### config.mk
export PLATFORM = sky130hd
export DESIGN_NAME = pwm_duty_decoder_flat
export DESIGN_NICKNAME = d
export VERILOG_FILES = /design/src/rtl/pwm_pkg.sv /design/src/rtl/pwm_duty_decoder_if.sv /design/src/rtl/pwm_sync_filter.sv /design/src/rtl/pwm_duty_decoder.sv /design/src/flat_wrapper.sv
export SDC_FILE = /design/constraint.sdc
export NUM_CORES = 1
export LEC_CHECK = 0
export ABC_AREA = 1
export ABC_CLOCK_PERIOD_IN_PS = 3050
export BUFFER_PORTS_ARGS = -buffer_cell sky130_fd_sc_hd__buf_2
export CORE_MARGIN = 5
export CORE_UTILIZATION = 45
export CTS_CLUSTER_SIZE = 40
export DETAILED_ROUTE_END_ITERATION = 12
export GPL_TIMING_DRIVEN = 0
export PLACE_DENSITY_LB_ADDON = 0.25
export RECOVER_POWER = 100
export SYNTH_ARGS = -nofsm -noshare
export SYNTH_HDL_FRONTEND = slang
export SYNTH_HIERARCHICAL = 1
export SYNTH_SLANG_ARGS = --single-unit
### constraint.sdc
create_clock -name sysclk -period 3.05 [get_ports sysclk]
set_clock_uncertainty 0.15 [all_clocks]
set_input_delay 0.4575 -clock sysclk [delete_from_list [all_inputs] [get_ports sysclk]]
set_output_delay 0.4575 -clock sysclk [all_outputs]
set_load 0.02 [all_outputs]
### src/rtl/pwm_pkg.sv
// Shared PWM definitions: decoder state encoding, default counter width
// and the counter saturation value helper.
package pwm_pkg;

  localparam int unsigned CNT_W_DEFAULT = 8;

  typedef enum logic [1:0] {
    IDLE,
    MEAS,
    STUCK
  } dec_state_t;

  // Largest value a counter of width w can hold.
  function automatic int unsigned cnt_max(input int unsigned w);
    return (32'd1 << w) - 32'd1;
  endfunction

endpackage

### src/rtl/pwm_duty_decoder_if.sv
// Measurement result bundle of the PWM duty decoder.
// master: the decoder driving results; slave: the consumer.
interface pwm_duty_decoder_if import pwm_pkg::*; #(
  parameter int unsigned CNT_W = CNT_W_DEFAULT
);

  logic             meas_valid;
  logic [CNT_W-1:0] meas_high;
  logic [CNT_W-1:0] meas_period;
  logic             stuck;
  logic             stuck_level;

  modport master (
    output meas_valid,
    output meas_high,
    output meas_period,
    output stuck,
    output stuck_level
  );

  modport slave (
    input meas_valid,
    input meas_high,
    input meas_period,
    input stuck,
    input stuck_level
  );

endinterface

### src/rtl/pwm_sync_filter.sv
// Synchronises the asynchronous PWM line into sysclk and produces the
// sampled level s and its rising-edge pulse.
// Optional glitch filter enabled by defining GLITCH_FILTER_EN: s follows
// the synchronised line only after FILT_LEN consecutive differing cycles.
module pwm_sync_filter #(
  parameter int unsigned SYNC_STAGES = 2
`ifdef GLITCH_FILTER_EN
  , parameter int unsigned FILT_LEN = 4
`endif
) (
  input  logic sysclk,
  input  logic rst_n,
  input  logic pwm_in,
  output logic s,
  output logic rise
);

  logic [SYNC_STAGES-1:0] sync_q;
  logic                   sync_out;
  logic                   s_d;

  // Multi-flop synchroniser for the asynchronous line.
  always_ff @(posedge sysclk or negedge rst_n) begin
    if (!rst_n) sync_q <= '0;
    else        sync_q <= {sync_q[SYNC_STAGES-2:0], pwm_in};
  end

  assign sync_out = sync_q[SYNC_STAGES-1];

`ifdef GLITCH_FILTER_EN
  localparam int unsigned FILT_W = $clog2(FILT_LEN + 1);

  logic [FILT_W-1:0] filt_cnt;
  logic              s_q;

  // Count consecutive cycles the line disagrees with s; adopt the new
  // level on the FILT_LEN-th such cycle.
  always_ff @(posedge sysclk or negedge rst_n) begin
    if (!rst_n) begin
      filt_cnt <= '0;
      s_q      <= 1'b0;
    end else if (sync_out == s_q) begin
      filt_cnt <= '0;
    end else if (filt_cnt == FILT_W'(FILT_LEN - 1)) begin
      filt_cnt <= '0;
      s_q      <= sync_out;
    end else begin
      filt_cnt <= filt_cnt + FILT_W'(1);
    end
  end

  assign s = s_q;
`else
  assign s = sync_out;
`endif

  // Previous-cycle level for edge detection.
  always_ff @(posedge sysclk or negedge rst_n) begin
    if (!rst_n) s_d <= 1'b0;
    else        s_d <= s;
  end

  assign rise = s & ~s_d;

endmodule

### src/rtl/pwm_duty_decoder.sv
// PWM duty decoder: measures high time and rise-to-rise period of each
// frame on pwm_in, strobes one registered result per frame and reports a
// single timeout measurement for lines stuck at 0 % or 100 % duty.
// Optional glitch filter enabled by defining GLITCH_FILTER_EN.
module pwm_duty_decoder import pwm_pkg::*; #(
  parameter int unsigned CNT_W       = CNT_W_DEFAULT,
  parameter int unsigned SYNC_STAGES = 2
`ifdef GLITCH_FILTER_EN
  , parameter int unsigned FILT_LEN  = 4
`endif
) (
  input  logic               sysclk,
  input  logic               rst_n,
  input  logic               enable,
  input  logic               pwm_in,
  pwm_duty_decoder_if.master meas
);

  localparam logic [CNT_W-1:0] CNT_MAX = CNT_W'(cnt_max(CNT_W));
  localparam logic [CNT_W-1:0] CNT_ONE = CNT_W'(1);

  dec_state_t       state, state_nxt;
  logic [CNT_W-1:0] per_cnt, per_nxt;
  logic [CNT_W-1:0] hi_cnt, hi_nxt;
  logic [CNT_W-1:0] high_q, high_nxt;
  logic [CNT_W-1:0] period_q, period_nxt;
  logic             valid_q, valid_nxt;
  logic             stuck_q, stuck_nxt;
  logic             lvl_q, lvl_nxt;
  logic             s, rise, timeout;

  pwm_sync_filter #(
    .SYNC_STAGES(SYNC_STAGES)
`ifdef GLITCH_FILTER_EN
    , .FILT_LEN(FILT_LEN)
`endif
  ) u_sync (
    .sysclk(sysclk),
    .rst_n (rst_n),
    .pwm_in(pwm_in),
    .s     (s),
    .rise  (rise)
  );

  assign timeout = (per_cnt == CNT_MAX);

  // State register.
  always_ff @(posedge sysclk or negedge rst_n) begin
    if (!rst_n) state <= IDLE;
    else        state <= state_nxt;
  end

  // Next state: a rise always wins over a coincident timeout.
  always_comb begin
    state_nxt = state;
    case (state)
      IDLE:    if (rise) state_nxt = MEAS;
      MEAS:    if (!rise && timeout) state_nxt = STUCK;
      STUCK:   if (rise) state_nxt = MEAS;
      default: state_nxt = IDLE;
    endcase
    if (!enable) state_nxt = IDLE;
  end

  // Next values of counters and result registers.
  always_comb begin
    per_nxt    = per_cnt;
    hi_nxt     = hi_cnt;
    high_nxt   = high_q;
    period_nxt = period_q;
    stuck_nxt  = stuck_q;
    lvl_nxt    = lvl_q;
    valid_nxt  = 1'b0;
    if (!enable) begin
      per_nxt = '0;
      hi_nxt  = '0;
    end else begin
      case (state)
        IDLE, STUCK: begin
          if (rise) begin
            per_nxt = CNT_ONE;
            hi_nxt  = CNT_ONE;
          end
        end
        MEAS: begin
          if (rise) begin
            period_nxt = per_cnt;
            high_nxt   = hi_cnt;
            stuck_nxt  = 1'b0;
            valid_nxt  = 1'b1;
            per_nxt    = CNT_ONE;
            hi_nxt     = CNT_ONE;
          end else if (timeout) begin
            period_nxt = '1;
            high_nxt   = {CNT_W{s}};
            stuck_nxt  = 1'b1;
            lvl_nxt    = s;
            valid_nxt  = 1'b1;
          end else begin
            per_nxt = per_cnt + CNT_ONE;
            hi_nxt  = hi_cnt + CNT_W'(s);
          end
        end
        default: ;
      endcase
    end
  end

  // Counter and result registers.
  always_ff @(posedge sysclk or negedge rst_n) begin
    if (!rst_n) begin
      per_cnt  <= '0;
      hi_cnt   <= '0;
      high_q   <= '0;
      period_q <= '0;
      stuck_q  <= 1'b0;
      lvl_q    <= 1'b0;
      valid_q  <= 1'b0;
    end else begin
      per_cnt  <= per_nxt;
      hi_cnt   <= hi_nxt;
      high_q   <= high_nxt;
      period_q <= period_nxt;
      stuck_q  <= stuck_nxt;
      lvl_q    <= lvl_nxt;
      valid_q  <= valid_nxt;
    end
  end

  assign meas.meas_valid  = valid_q;
  assign meas.meas_high   = high_q;
  assign meas.meas_period = period_q;
  assign meas.stuck       = stuck_q;
  assign meas.stuck_level = lvl_q;

endmodule

### src/flat_wrapper.sv
// flat-port wrapper written by rule: the top's interface ports become plain ports
module pwm_duty_decoder_flat import pwm_pkg::*;
#(
  parameter int unsigned CNT_W       = CNT_W_DEFAULT,
  parameter int unsigned SYNC_STAGES = 2

)
  (sysclk, rst_n, enable, pwm_in, meas_meas_valid, meas_meas_high, meas_meas_period, meas_stuck, meas_stuck_level);
  pwm_duty_decoder_if #(.CNT_W(CNT_W)) meas_i ();
  input  logic sysclk;
  input  logic rst_n;
  input  logic enable;
  input  logic pwm_in;
  output wire logic [$bits(meas_i.meas_valid)-1:0] meas_meas_valid;
  output wire logic [$bits(meas_i.meas_high)-1:0] meas_meas_high;
  output wire logic [$bits(meas_i.meas_period)-1:0] meas_meas_period;
  output wire logic [$bits(meas_i.stuck)-1:0] meas_stuck;
  output wire logic [$bits(meas_i.stuck_level)-1:0] meas_stuck_level;
  assign meas_meas_valid = meas_i.meas_valid;
  assign meas_meas_high = meas_i.meas_high;
  assign meas_meas_period = meas_i.meas_period;
  assign meas_stuck = meas_i.stuck;
  assign meas_stuck_level = meas_i.stuck_level;
  pwm_duty_decoder #(.CNT_W(CNT_W), .SYNC_STAGES(SYNC_STAGES)) u_core (.sysclk(sysclk), .rst_n(rst_n), .enable(enable), .pwm_in(pwm_in), .meas(meas_i));
endmodule
==> summary.md <==
| Metric | Value |
|---|---|
| Fraction of layout cells with a size suffix above 1 | `0.0643` |
| Leak Pwr | `about 0.97 nW` |
| HP Class | `input port to flip-flop` |
| Vias | `1468` |
| Comb pwr share | `0.189` |
| Power density cells | `~580 nW/µm²` |
| Worst setup SP type | `flip-flop` |
| Number of global-route vias before repair | `1375` |
| Fmax | `about 440 MHz` |
| Post-layout util | `0.524` |
| Initial antenna violation count | `0` |
| Worst-Skew Late Latency | `0.29 ns` |
| Worst setup path category | `flip-flop to flip-flop` |
| Fill cell count | `just under 400` |
| Fin Setup TNS | `0 ns` |
| GPL Wtd Cong | `0.821` |
| Hold path start | `pwm_in` |
| Worst setup margin | `0.794 ns` |
| Switching pwr | `about 0.00038 W` |
| TritonCTS clock tree | `done` |
| Nets | `around 260` |
| Initial Util | `0.470` |
| Dpl ws | `1.13 ns` |
| Switching share of total power | `0.305` |
| Half-perimeter wire length after placement | `2.71 mm` |
| Mapped cell area | `1900 µm²` |
| Post-CTS setup repair buffer count | `0` |
| Clk pwr share | `0.294` |
| CTS buffer count | `5` |
| Cell count after synthesis | `219` |
| Reg2reg end | `u_core/hi_cnt[1]` |
| Reg2reg setup slack | `between 0.7 and 0.8 ns` |
| Slew @ Worst Pin | `0.877 ns` |
| Vias per cell | `4.91` |
| Number of synthesized register bits | `40` |
| Area delta synth->final | `11.3%` |
| Power, Total | `0.00123 W` |
| Status | `finished, final reports clean` |
| 1st-iter DRT viols | `between 90 and 100` |
| Clock Path Buffers | `2` |
| RSZ-0062 raised after global routing | `no` |
| Placeable Area | `4030 µm²` |
| Max cap viols | `0` |
| Worst Hold Path EP | `u_core/u_sync/sync_q[0]` |
| Min Hold Slack | `0.125 ns` |
| Max Slew Vio Count | `0` |
| Syn Nets | `226` |
| Worst path required time | `3.07 ns` |
| Post-synthesis sequential area ratio | `0.528` |
| Site Rows | `23` |
| Antenna fix cells | `0` |
| Yosys warns | `6` |
| Hold buffer count at CTS | `0` |
| CTS H-tree lvls | `2` |
| Ports | `23` |
| Critical R2R Launch | `u_core/per_cnt[0]` |
| Post-CTS Resized | `0` |
| Tcrit/Tclk final | `0.740` |
| Overall die height | `74.9 µm` |
| Clock Tree Root | `clkbuf_8` |
| Routed len/inst | `12.8 µm` |
| Min cycle time layout | `roughly 2.3 ns` |
| Die width | `74.9 µm` |
| Die area | `~5600 µm²` |
| Worst Reg-to-Reg Cells | `7` |
| Total GRT Usage | `0.151` |
| Port Buffer Count | `22` |
| Commonest non-fill, non-tap cell in the layout | `nand2_1` |
| Worst rel slew slack | `0.415` |
| Avg Inst Size Synth | `8.66 µm²` |
| ANT nets after route | `0` |
| First-pass GRT wire length | `6.39 mm` |
| VDD IR-drop max | `around 280 µV` |
| Sequential share of power | `0.517` |
| CP Max Fanout | `10` |
| GRT overflow | `0` |
| Pin count of the biggest net entering global routing | `41` |
| Crit. End Element | `flip-flop` |
| Most frequent cells in the layout | `66 x nand2_1, 40 x dfrtp_1, 23 x clkbuf_1, 19 x inv_1, 19 x o21ai_0` |
| Clock slew at reported path FFs | `0.07 ns` |
| Hold Path Depth | `1` |
| First drt pass iteration count | `4` |
| Sink Count | `40` |
| Worst EP arrival | `between 2 and 2.5 ns` |
| Count of final hold-check violations | `0` |
| P_int | `0.000854 W` |
| Distinct cells, synth | `25` |
| Total wire length | `3.82 mm` |
| Final setup fails | `0` |
| DR DRC count | `0` |
==> synthesized netlist by cell type <==
cell type / n / area share
nand2_1: 65 / 0.13
dfrtp_1: 40 / 0.53
inv_1: 19 / 0.038
o21ai_0: 19 / 0.050
nand3_1: 17 / 0.045
nor2_1: 15 / 0.030
a21oi_1: 7 / 0.018
nand3b_1: 4 / 0.016
o22a_1: 4 / 0.018
buf_4: 3 / 0.012
ha_1: 3 / 0.020
nor3_1: 3 / 0.0079
o21a_1: 3 / 0.012
buf_2: 2 / 0.0053
nand4_1: 2 / 0.0066
nor2_2: 2 / 0.0066
xnor2_1: 2 / 0.0092
xor2_1: 2 / 0.0092
buf_6: 1 / 0.0059
nand2_2: 1 / 0.0033
nand3_2: 1 / 0.0053
nand3_4: 1 / 0.0092
nor3_4: 1 / 0.0086
o21ai_1: 1 / 0.0026
o32ai_1: 1 / 0.0046
==> per-stage QoR <==
| step | cells | area, µm² |
|---|---|---|
| 6_report | 299 | 2110 |
| 5_1_grt | 299 | 2110 |
| 4_1_cts | 299 | 2160 |
| 3_5_place_dp | 291 | 2070 |
| 3_3_place_gp | 291 | 2070 |
| 2_1_floorplan | 219 | 1900 |
==> kinds of logic (layout without fill, tap and decap cells) <==
kind of cell	Yosys count	in the layout	synth area share
DFF	40	40	0.528
AOI/OAI and AO/OA	35	35	0.106
xor gates and xnor gates	4	4	0.0185
and+or+nand+nor	112	112	0.267
adders and majority gates	3	3	0.0198
buffers and inverters	25	55	0.0607
==> sequential cells by signal, summed over array words and instances, names as in the netlist <==
signal	count
u_core/u_sync/s_d	1
u_core/u_sync/sync_q	2
u_core/meas.stuck	1
u_core/meas.meas_valid	1
u_core/hi_cnt	8
u_core/meas.meas_high	8
u_core/meas.meas_period	8
u_core/per_cnt	8
u_core/meas.stuck_level	1
u_core/state	2
==> worst max-delay path by stage <==
stage	start	endpoint	cells after the start
finish	u_core/per_cnt[0]	u_core/hi_cnt[1]	7
global route	u_core/per_cnt[0]	u_core/hi_cnt[1]	7
CTS	u_core/u_sync/sync_q[1]	u_core/hi_cnt[2]	7
detailed placement	enable	u_core/meas.meas_high[2]	8
global placement	enable	u_core/meas.meas_high[2]	8
floorplan	u_core/u_sync/sync_q[1]	u_core/hi_cnt[5]	8
==> per-layer routing <==
| layer | routed length (µm) | GRT usage |
|---|---|---|
| met5 | 0 | 0 |
| met3 | 207 | 0.0280 |
| met2 | 1600 | 0.216 |
| met4 | 55 | 0.0652 |
| met1 | 1960 | 0.223 |
==> area by class of cell <==
| cell class | count | area, µm² | share of cell area |
|---|---|---|---|
| Sequential cell | 40 | 1000 | 0.474 |
| Multi-Input combinational cell | 154 | 762 | 0.361 |
| Clock buffer | 8 | 90.1 | 0.0427 |
| Timing Repair Buffer | 22 | 86.3 | 0.0409 |
| Inverter | 19 | 71.3 | 0.0338 |
| Tap cell | 50 | 62.6 | 0.0297 |
| Buffer | 6 | 36.3 | 0.0172 |
==> critical path: stages, from the launching register on <==
cell,delay (ns)
dfrtp_1,0.42
ha_1,0.21
nand3_1,0.16
nor2_1,0.28
nand2_1,0.21
nand3_1,0.37
buf_4,0.25
o21ai_0,0.09
==> power by group through the flow <==
stage | sequential [W] | clock, W | combinational, W
6_report | 0.000635 | 0.000361 | 0.000233
5_1_grt | 0.000645 | 0.000388 | 0.000258
4_1_cts | 0.000635 | 0.000369 | 0.000257
3_5_place_dp | 0.000645 | 0 | 0.000256
3_3_place_gp | 0.000641 | 0 | 0.000255
2_1_floorplan | 0.000719 | 0 | 0.0000871
No activity file was read; power rests on OpenSTA's default activity.
